File: src/rtl/sar_cmp_responder.sv
// Comparator / sample-and-hold responder for an 8-bit SAR conversion loop.
// Define SAR_CMP_NOISE_EN to add LFSR comparator dither near the held sample.
module sar_cmp_responder #(
    parameter int WIDTH   = 8,
    parameter int LATENCY = 1   // comparator pipeline depth, legal range 1..3
) (
    input  logic             clk,
    input  logic             rst_n,
    input  logic [WIDTH-1:0] smp_data,
    input  logic             smp_valid,
    output logic             smp_ready,
    input  logic [WIDTH-1:0] trial_code,
    input  logic             conv_done,
    output logic             cmp_out,
    output logic             busy,
    output logic             result_valid,
    output logic             result_ok,
    output logic [WIDTH-1:0] result_code,
    output logic [3:0]       cmp_count
);

    typedef enum logic [1:0] {
        IDLE   = 2'd0,
        HOLD   = 2'd1,
        REPORT = 2'd2
    } state_t;

    state_t             state;
    state_t             state_nxt;
    logic [WIDTH-1:0]   held;
    logic [LATENCY-1:0] pipe;
    logic               take;
    logic               finish;
    logic               ge;
    logic               raw;
    logic               match;

    always_ff @(posedge clk or negedge rst_n) begin
        if (!rst_n) state <= IDLE;
        else        state <= state_nxt;
    end

    // NOTE: every output of this block gets a default first so no latch is inferred.
    always_comb begin
        state_nxt    = state;
        smp_ready    = 1'b0;
        busy         = 1'b0;
        result_valid = 1'b0;
        take         = 1'b0;
        finish       = 1'b0;
        case (state)
            IDLE: begin
                smp_ready = 1'b1;
                if (smp_valid) begin
                    take      = 1'b1;
                    state_nxt = HOLD;
                end
            end
            HOLD: begin
                busy = 1'b1;
                if (conv_done) begin
                    finish    = 1'b1;
                    state_nxt = REPORT;
                end
            end
            REPORT: begin
                result_valid = 1'b1;
                state_nxt    = IDLE;
            end
            default: state_nxt = IDLE;
        endcase
    end

    assign ge = (held >= trial_code);

`ifdef SAR_CMP_NOISE_EN
    logic [7:0]       lfsr;
    logic [WIDTH-1:0] diff;
    logic             near;

    assign diff  = ge ? (held - trial_code) : (trial_code - held);
    assign near  = (diff <= WIDTH'(1));
    assign raw   = ge ^ (near & lfsr[0]);
    assign match = near;

    // Right-shifting Galois form of x^8+x^6+x^5+x^4+1.
    always_ff @(posedge clk or negedge rst_n) begin
        if (!rst_n)             lfsr <= 8'hE1;
        else if (state == HOLD) lfsr <= lfsr[0] ? ((lfsr >> 1) ^ 8'hB8) : (lfsr >> 1);
    end
`else
    assign raw   = ge;
    assign match = (trial_code == held);
`endif

    // The decision pipeline only runs while converting; any exit from HOLD
    // (including the conv_done edge) flushes it so cmp_out idles low.
    always_ff @(posedge clk or negedge rst_n) begin
        if (!rst_n) begin
            held        <= '0;
            pipe        <= '0;
            result_code <= '0;
            result_ok   <= 1'b0;
            cmp_count   <= '0;
        end else begin
            if (take) begin
                held      <= smp_data;
                cmp_count <= '0;
            end
            if (state == HOLD && !conv_done) begin
                pipe[0] <= raw;
                for (int i = 1; i < LATENCY; i++) pipe[i] <= pipe[i-1];
                if (cmp_count != 4'hF) cmp_count <= cmp_count + 4'd1;
            end else begin
                pipe <= '0;
            end
            if (finish) begin
                result_code <= trial_code;
                result_ok   <= match;
            end
        end
    end

    assign cmp_out = pipe[LATENCY-1];

endmodule

File: config.mk
export PLATFORM = sky130hd
export DESIGN_NAME = sar_cmp_responder
export DESIGN_NICKNAME = d
export VERILOG_FILES = /design/src/rtl/sar_cmp_responder.sv
export SDC_FILE = /design/constraint.sdc
export NUM_CORES = 1
export LEC_CHECK = 0
export CELL_PAD_IN_SITES_DETAIL_PLACEMENT = 1
export CELL_PAD_IN_SITES_GLOBAL_PLACEMENT = 1
export CORE_AREA = 2 2 77 57
export DETAILED_ROUTE_END_ITERATION = 8
export DIE_AREA = 0 0 79 59
export PLACE_DENSITY_LB_ADDON = 0.1
export REMOVE_ABC_BUFFERS = 1
export SYNTH_ARGS = -nofsm -noshare
export SYNTH_HDL_FRONTEND = slang
export SYNTH_SLANG_ARGS = --single-unit
File: constraint.sdc
create_clock -name clk -period 3.93 [get_ports clk]
set_clock_uncertainty 0.2 [all_clocks]
set_input_delay 0.786 -clock clk [delete_from_list [all_inputs] [get_ports clk]]
set_output_delay 0.786 -clock clk [all_outputs]
set_load 0.01 [all_outputs]
# After elaboration in Yosys (flattened, before gate mapping)

Cells that the tools add are included.

Word-level logic and storage cells: 32
Input port bits: 20
Register bits: 24

Reduce and logical (&&, ||, !) cells: 4
Mux-type cells: 14
Equal/unequal tests: 6
$add $sub $neg: 1
$lt $le $gt $ge: 1

Operator list:

| operator              | number |
|---|---|
| $mux W4               | 3 |
| $eq A8 B8 Y1          | 1 |
| $ge A8 B8 Y1          | 1 |
| $mux W1               | 8 |
| $add A4 B1 Y4 const B | 1 |
| $mux W2               | 2 |
| $ne A2 B2 Y1 const B  | 2 |
| $ne A4 B4 Y1 const B  | 1 |
| $pmux W2 S2           | 1 |
| $eq A2 B1 Y1 const B  | 1 |
| $eq A2 B2 Y1 const B  | 1 |
| $logic_not A2 Y1      | 1 |
| $reduce_and A2 Y1     | 1 |
| $logic_and A1 B1 Y1   | 1 |
| $logic_not A1 Y1      | 1 |

# Depth between registers and ports, before layout

Gate-level depths: netlist (run 1).

Depth in word-level cells: 5
Depth in mapped cells: 6

# Worst setup path after synthesis (run 1)

OpenSTA, ideal clock, no wires.

Kind: input port to flip-flop
Start: input port trial_code[0]
End: register pipe, in the netlist cmp_out
Required time: 3601 ps
Stages on the path: 5
Setup slack: 1840 ps
Arrival: 1761 ps
Cells stage by stage: ha_1 > nand2b_1 > a2111oi_0 > a211o_1 > a21oi_1

Word-level cells in the longest chain between the ends: 2

Ends and longest elaborated chain:

| element         | RTL line | source |
|---|---|---|
| start, declared | 12       | `input logic [WIDTH-1:0] trial_code,` |
| $ge A8 B8 Y1    | 74       | `assign ge = (held >= trial_code);` |
| $mux W1         | 110      | `if (state == HOLD && !conv_done) begin` |
| end, declared   | 31       | `logic [LATENCY-1:0] pipe;` |

No other way between the ends.
A chain may end at the register's enable or synchronous reset.

# Final worst setup path (run 1)

Start: register state[0]
End: output port result_valid

Word-level cells in the longest chain between the ends: 2

Ends and longest elaborated chain:

| element                | RTL line | source |
|---|---|---|
| start, declared        | 28       | `state_t state;` |
| start signal, assigned | 40       | `else state <= state_nxt;` |
| $eq A2 B2 Y1           | 51       | `case (state)` |
| $mux W1                | 51       |  |
| end, declared          | 16       | `output logic result_valid,` |

No other way between the ends.

==> results.yml, run 1 <==
timing:
  timing.final.crit_period_ns: 2.38
  max_freq_ghz: 0.420
  fin_tns_setup_ns: 0
  finalSetupViolations: 0
  holdWs_ns: 0.287
  worstMarginPinSlew_ns: 1.10
  grt_setup_unrepaired: "false"
  final_setup_slack_of_the_worst_path_ns: 1.55
  hold_violations_final: 0
  final-max-slew-violation-count: 0
  final_min_period_over_clock_period_pct: 60.6
  slew_hr_pct: 26.4
synth:
  post_synth.cell_area_avg_um2: 10.8
  synthXorXnorAreaFrac_pct: 0.767
  fraction_of_the_mapped_netlist_area_in_compound_gates_pct: 11.3
  post_synth_num_cell_types: 27
  postSynthRegisterBits: 24
  synthSimpleGateAreaFrac_pct: 11.0
  share_of_synthesized_area_spent_on_multiplexers_pct: 9.75
  syn_inst: 106
  portion_of_the_post_synthesis_area_used_by_sequential_elements_pct: 52.6
  post_synthesis_adder_cell_area_fraction_pct: 9.86
  synth_top_family_by_area: "compound AO/OA/AOI/OAI gates"
  syn_area_um2: 1140
  synth_warnings: 0
grt:
  grt_first_pass_wirelength_um: 4350
  track_usage_pct: 12.1
  grt_start_max_net_pins: 25
  globalRouteOverflowTotal: 0
  number_of_antenna_violations_at_the_first_check_in_global_routing: 0
  grt_pass1_vias: 970
floorplan:
  die_height_um: 59
  die-width_um: 79
  dieArea_um2: 4660
  ioPinCount: 37
  row_count: 19
  floorplan.initialDensity_pct: 29.7
  placeableCoreArea_um2: 3850
route:
  drt_iter0_drc: 9
  totalWireLength_um: 2570
  antenna_violating_nets_post_route: 0
  routedWlPerCell_um: 13.2
  vias_per_cell: 4.52
  first_pass_iters: 3
  drt_drc_violations_left: 0
  total_vias_in_the_final_route: 882
clock_tree:
  tritoncts: "yes"
  cts_inserted_buffers: 3
  post_cts.resized_instances: 0
  worstSkewPairLatency_ns: 0.26
  cts_max_level: 1
  tritoncts_num_sinks: 24
  cts_post_setup_buffers_inserted: 0
  path_clk_slew_ns: 0.09
  postCtsHoldBufs: 0
  longest_clk_path_bufs: 2
  clockRootBuffer: "sky130_fd_sc_hd__clkbuf_8"
layout:
  final-seq-area_um2: 601
  antenna_cells_inserted: 0
  areaGrowthSynthToFinish_pct: 40.9
  multi_input_area_um2: 487
  final_common_cell: "sky130_fd_sc_hd__clkdlybuf4s50_1"
  finish.instance_area_um2: 1610
  layout.cells.most_common_list: "36 x sky130_fd_sc_hd__clkdlybuf4s50_1, 24 x sky130_fd_sc_hd__dfrtp_1, 16 x sky130_fd_sc_hd__nand2_1"
  number_of_standard_cells_in_the_final_layout_excluding_fillers: 195
  layout.filler_cells: 441
  layout.core_utilization_pct: 41.8
  final_nets: 173
  drive_gt1_share_pct: 7.69
placed_design:
  globalplace.congestion: 0.769
  place_hpwl_um: 1950
  placed_cells_incl_taps: 191
  place_ws_ns: 1.24
  placedInstanceArea_um2: 1550
  port-buffer-count: 36
critical_path:
  cp_slowest_stage_delay_ns: 0.54
  crit_fanout: 4
  worstRegToRegCells: 6
  timing.critical_path.buf_inv: 1
  critical_path_cell_count: 2
  cp_top_family: "buffers and inverters"
  critical_path.endpoint_type: "primary output"
  worst_ep_arrival_time_ns: 1.40
  cp-start-kind: "register"
  worstSetupPathType: "register to primary output"
  path_cells: "and2b_1 -> clkdlybuf4s50_1"
  worstPathRequired_ns: 2.94
  slowest_stage: "sky130_fd_sc_hd__clkdlybuf4s50_1"
power:
  vdd_ir_drop_max_mv: 0.205
  power.leakage_nw: 0.729
  p_per_area_nw_per_um2: 605
  design_power_total_uw: 974
hold_path:
  hold_class: "register to register"
  whs_path_depth: 2
flow_run:
  timing.max_cap.violations: 0
run_status:
  status: "finished, final reports clean"
sequential cells by signal, indices dropped and copies added (netlist names):
register     count
state            2
result_ok        1
cmp_count        4
cmp_out          1
held             8
result_code      8
area by class of cell:
type	count	share of cell area, %
tap	52	4.04
inverter	11	2.57
sequential	24	37.3
clock buffer	4	3.42
multi-input combinational	68	30.2
timing repair buffer	36	22.4
worst min-delay path, delay by kind of cell, from the launching register on:
kind | cells | cell delay, ns
simple gates | 1 | 0.04
flops | 1 | 0.35
compound gates | 1 | 0.06
cell usage after synthesis:
cell / count / area (um2)
sky130_fd_sc_hd__nand2_1: 16 / 60.1
sky130_fd_sc_hd__mux2i_1: 1 / 10.0
sky130_fd_sc_hd__a2111oi_0: 1 / 8.76
sky130_fd_sc_hd__a31oi_2: 1 / 12.5
sky130_fd_sc_hd__o21ai_0: 8 / 40.0
sky130_fd_sc_hd__and2b_1: 1 / 7.51
sky130_fd_sc_hd__mux2_2: 6 / 67.6
sky130_fd_sc_hd__buf_2: 2 / 10.0
sky130_fd_sc_hd__a211oi_1: 1 / 7.51
sky130_fd_sc_hd__a211o_1: 1 / 8.76
sky130_fd_sc_hd__clkbuf_1: 1 / 3.75
sky130_fd_sc_hd__o22ai_1: 1 / 6.26
sky130_fd_sc_hd__a21oi_1: 4 / 20.0
sky130_fd_sc_hd__dfrtp_1: 24 / 601
sky130_fd_sc_hd__a21o_1: 1 / 7.51
sky130_fd_sc_hd__ha_1: 9 / 113
sky130_fd_sc_hd__nor2b_1: 1 / 6.26
sky130_fd_sc_hd__nand2b_1: 1 / 6.26
sky130_fd_sc_hd__mux2_1: 3 / 33.8
sky130_fd_sc_hd__xnor2_1: 1 / 8.76
sky130_fd_sc_hd__or2_0: 1 / 6.26
sky130_fd_sc_hd__nor2_1: 3 / 11.3
sky130_fd_sc_hd__or3b_1: 1 / 8.76
sky130_fd_sc_hd__o31ai_1: 1 / 7.51
sky130_fd_sc_hd__o21ai_1: 2 / 10.0
sky130_fd_sc_hd__inv_1: 11 / 41.3
sky130_fd_sc_hd__nand4_1: 3 / 18.8
cell families after synthesis:
| family | Yosys count |
|---|---|
| flops | 24 |
| mux | 10 |
| simple gates | 27 |
| compound gates | 21 |
| fa+ha+maj | 9 |
| buf+inv | 14 |
| xor+xnor | 1 |
report_power, final:
group / switching, mW / internal, mW
registers: 0.0633 / 0.342
clock network: 0.0794 / 0.0894
logic: 0.173 / 0.227
final timing paths:
| path | slack [ns] | to | from |
|---|---|---|---|
| max reg2reg | 2.13 | cmp_out | held[0] |
| max in group asynchronous | 1.96 | cmp_count[2] | rst_n |
| max | 1.55 | result_valid | state[0] |
| min | 0.29 | result_code[3] | result_code[3] |
| min reg2reg | 0.29 | result_code[3] | result_code[3] |
| min in group asynchronous | 0.91 | result_code[3] | rst_n |
layer usage:
layer	up-vias	share of wire (%)	global-route usage, %
met2	21	49	21.4
met3	2	5.1	4.73
li1	434	-	-
met4	0	0.51	1.48
met1	425	45	14.5
met5	-	0	0
(Power assumes the default switching activity.)
==> run 2: changes to the inputs <==
==> constraint.sdc (replaced) <==
create_clock -name clk -period 2.27 [get_ports clk]
set_clock_uncertainty 0.2 [all_clocks]
set_input_delay 0.454 -clock clk [delete_from_list [all_inputs] [get_ports clk]]
set_output_delay 0.454 -clock clk [all_outputs]
set_load 0.01 [all_outputs]
==> run 2 against run 1 <==
Against the previous run:
- hold slack got worse by 0.0057 ns
- utilization is 0.58 points higher
- flip-flop and latch count unchanged
==> results.yml, run 2 (same netlist as run 1, synthesis figures left out) <==
run_status:
  status: "finished, final reports clean"
timing:
  hold_violations_final: 0
  final-max-slew-violation-count: 0
  slew_hr_pct: 73.2
  final_setup_slack_of_the_worst_path_ns: 0.208
  timing.final.crit_period_ns: 2.06
  worstMarginPinSlew_ns: 0.393
  finalSetupViolations: 0
  final_min_period_over_clock_period_pct: 90.8
  max_freq_ghz: 0.485
  grt_setup_unrepaired: "false"
layout:
  layout.core_utilization_pct: 42.4
  multi_input_area_um2: 487
  final_nets: 176
  final-seq-area_um2: 601
  final_common_cell: "sky130_fd_sc_hd__clkdlybuf4s50_1"
  number_of_standard_cells_in_the_final_layout_excluding_fillers: 198
  areaGrowthSynthToFinish_pct: 42.8
  top_regs: "held (8), result_code (8), cmp_count (4)"
  drive_gt1_share_pct: 9.59
  antenna_cells_inserted: 0
  layout.cells.most_common_list: "36 x sky130_fd_sc_hd__clkdlybuf4s50_1, 24 x sky130_fd_sc_hd__dfrtp_1, 16 x sky130_fd_sc_hd__nand2_1"
  layout.filler_cells: 438
critical_path:
  worstRegToRegCells: 6
  r2r_setup_slack_ns: 0.48
  path_cells: "and2b_1 -> clkdlybuf4s50_1"
  critical_path.endpoint_type: "primary output"
  worst_ep_arrival_time_ns: 1.41
  worstSetupPathType: "register to primary output"
  cp_slowest_stage_delay_ns: 0.54
  cp-start-kind: "register"
  worstPathRequired_ns: 1.62
  crit_fanout: 4
  slowest_stage: "sky130_fd_sc_hd__clkdlybuf4s50_1"
route:
  first_pass_iters: 4
  totalWireLength_um: 2580
  routedWlPerCell_um: 13.0
  vias_per_cell: 4.59
  drt_drc_violations_left: 0
  antenna_violating_nets_post_route: 0
  total_vias_in_the_final_route: 908
  drt_iter0_drc: 11
grt:
  number_of_antenna_violations_at_the_first_check_in_global_routing: 0
  grt_start_max_net_pins: 25
  track_usage_pct: 12.8
  grt_pass1_vias: 977
  globalRouteOverflowTotal: 0
  grt_first_pass_wirelength_um: 4640
clock_tree:
  longest_clk_path_bufs: 2
  tritoncts_num_sinks: 24
  worstSkewPairLatency_ns: 0.26
  cts_post_setup_buffers_inserted: 0
  cts_max_level: 1
  postCtsHoldBufs: 0
  path_clk_slew_ns: 0.08
  post_cts.resized_instances: 0
  tritoncts: "yes"
  clockRootBuffer: "sky130_fd_sc_hd__clkbuf_8"
  cts_inserted_buffers: 3
floorplan:
  ioPinCount: 37
  dieArea_um2: 4660
  row_count: 19
  die_height_um: 59
  floorplan.initialDensity_pct: 29.7
  die-width_um: 79
  placeableCoreArea_um2: 3850
power:
  design_power_total_mw: 1.69
  p_per_area_nw_per_um2: 1040
  power.leakage_nw: 0.743
  vdd_ir_drop_max_mv: 0.462
placed_design:
  place_hpwl_um: 1990
  place_ws_ns: -0.0730
  globalplace.congestion: 0.761
  port-buffer-count: 36
  placed_cells_incl_taps: 194
flow_run:
  timing.max_cap.violations: 0
hold_path:
  hold_class: "register to register"
  whs_path_depth: 2
-- run 2: path summary, 6_finish.rpt --
kind	to	start
worst max-delay path	result_valid	state[0]
worst min-delay path	result_code[3]	result_code[3]
worst max register to register	cmp_out	held[0]
worst min register to register	result_code[3]	result_code[3]
max in group asynchronous	cmp_count[2]	rst_n
min in group asynchronous	result_code[3]	rst_n
-- run 2: metal layers --
metal  up-vias  routed length [um]  GRT usage, %
met5         -                   0             0
met4         0                  13          1.48
met3         2                 154          4.12
met2        23                1260          22.3
met1       440                1150          16.3
li1        443                   -             -
-- run 2: worst max-delay path, delay by kind of cell, from the launching register on --
kind	cells	cell delay, ns
DFF	1	0.40
and+or+nand+nor	1	0.20
buffers and inverters	1	0.54
-- run 2: area by class of cell --
type,instances,area share [%]
tap,52,3.99
inverter,11,2.53
timing repair buffer,39,23.5
sequential,24,36.8
clock buffer,4,3.37
multi-input combinational,68,29.8
-- run 2: where the power goes --
group	internal (mW)	switching, mW	total [mW]
registers	0.592	0.110	0.702
clock network	0.155	0.132	0.287
logic	0.402	0.303	0.705
total	1.15	0.546	1.69
-- run 2: metrics by stage --
stage	setup TNS (ns)	instance area [um2]	hold WS, ns
floorplan	0	1130	-0.0416
global placement	-0.00837	1580	0.265
detailed placement	-0.0730	1580	0.272
CTS	0	1630	0.292
global route	0	1630	0.332
finish	0	1630	0.282
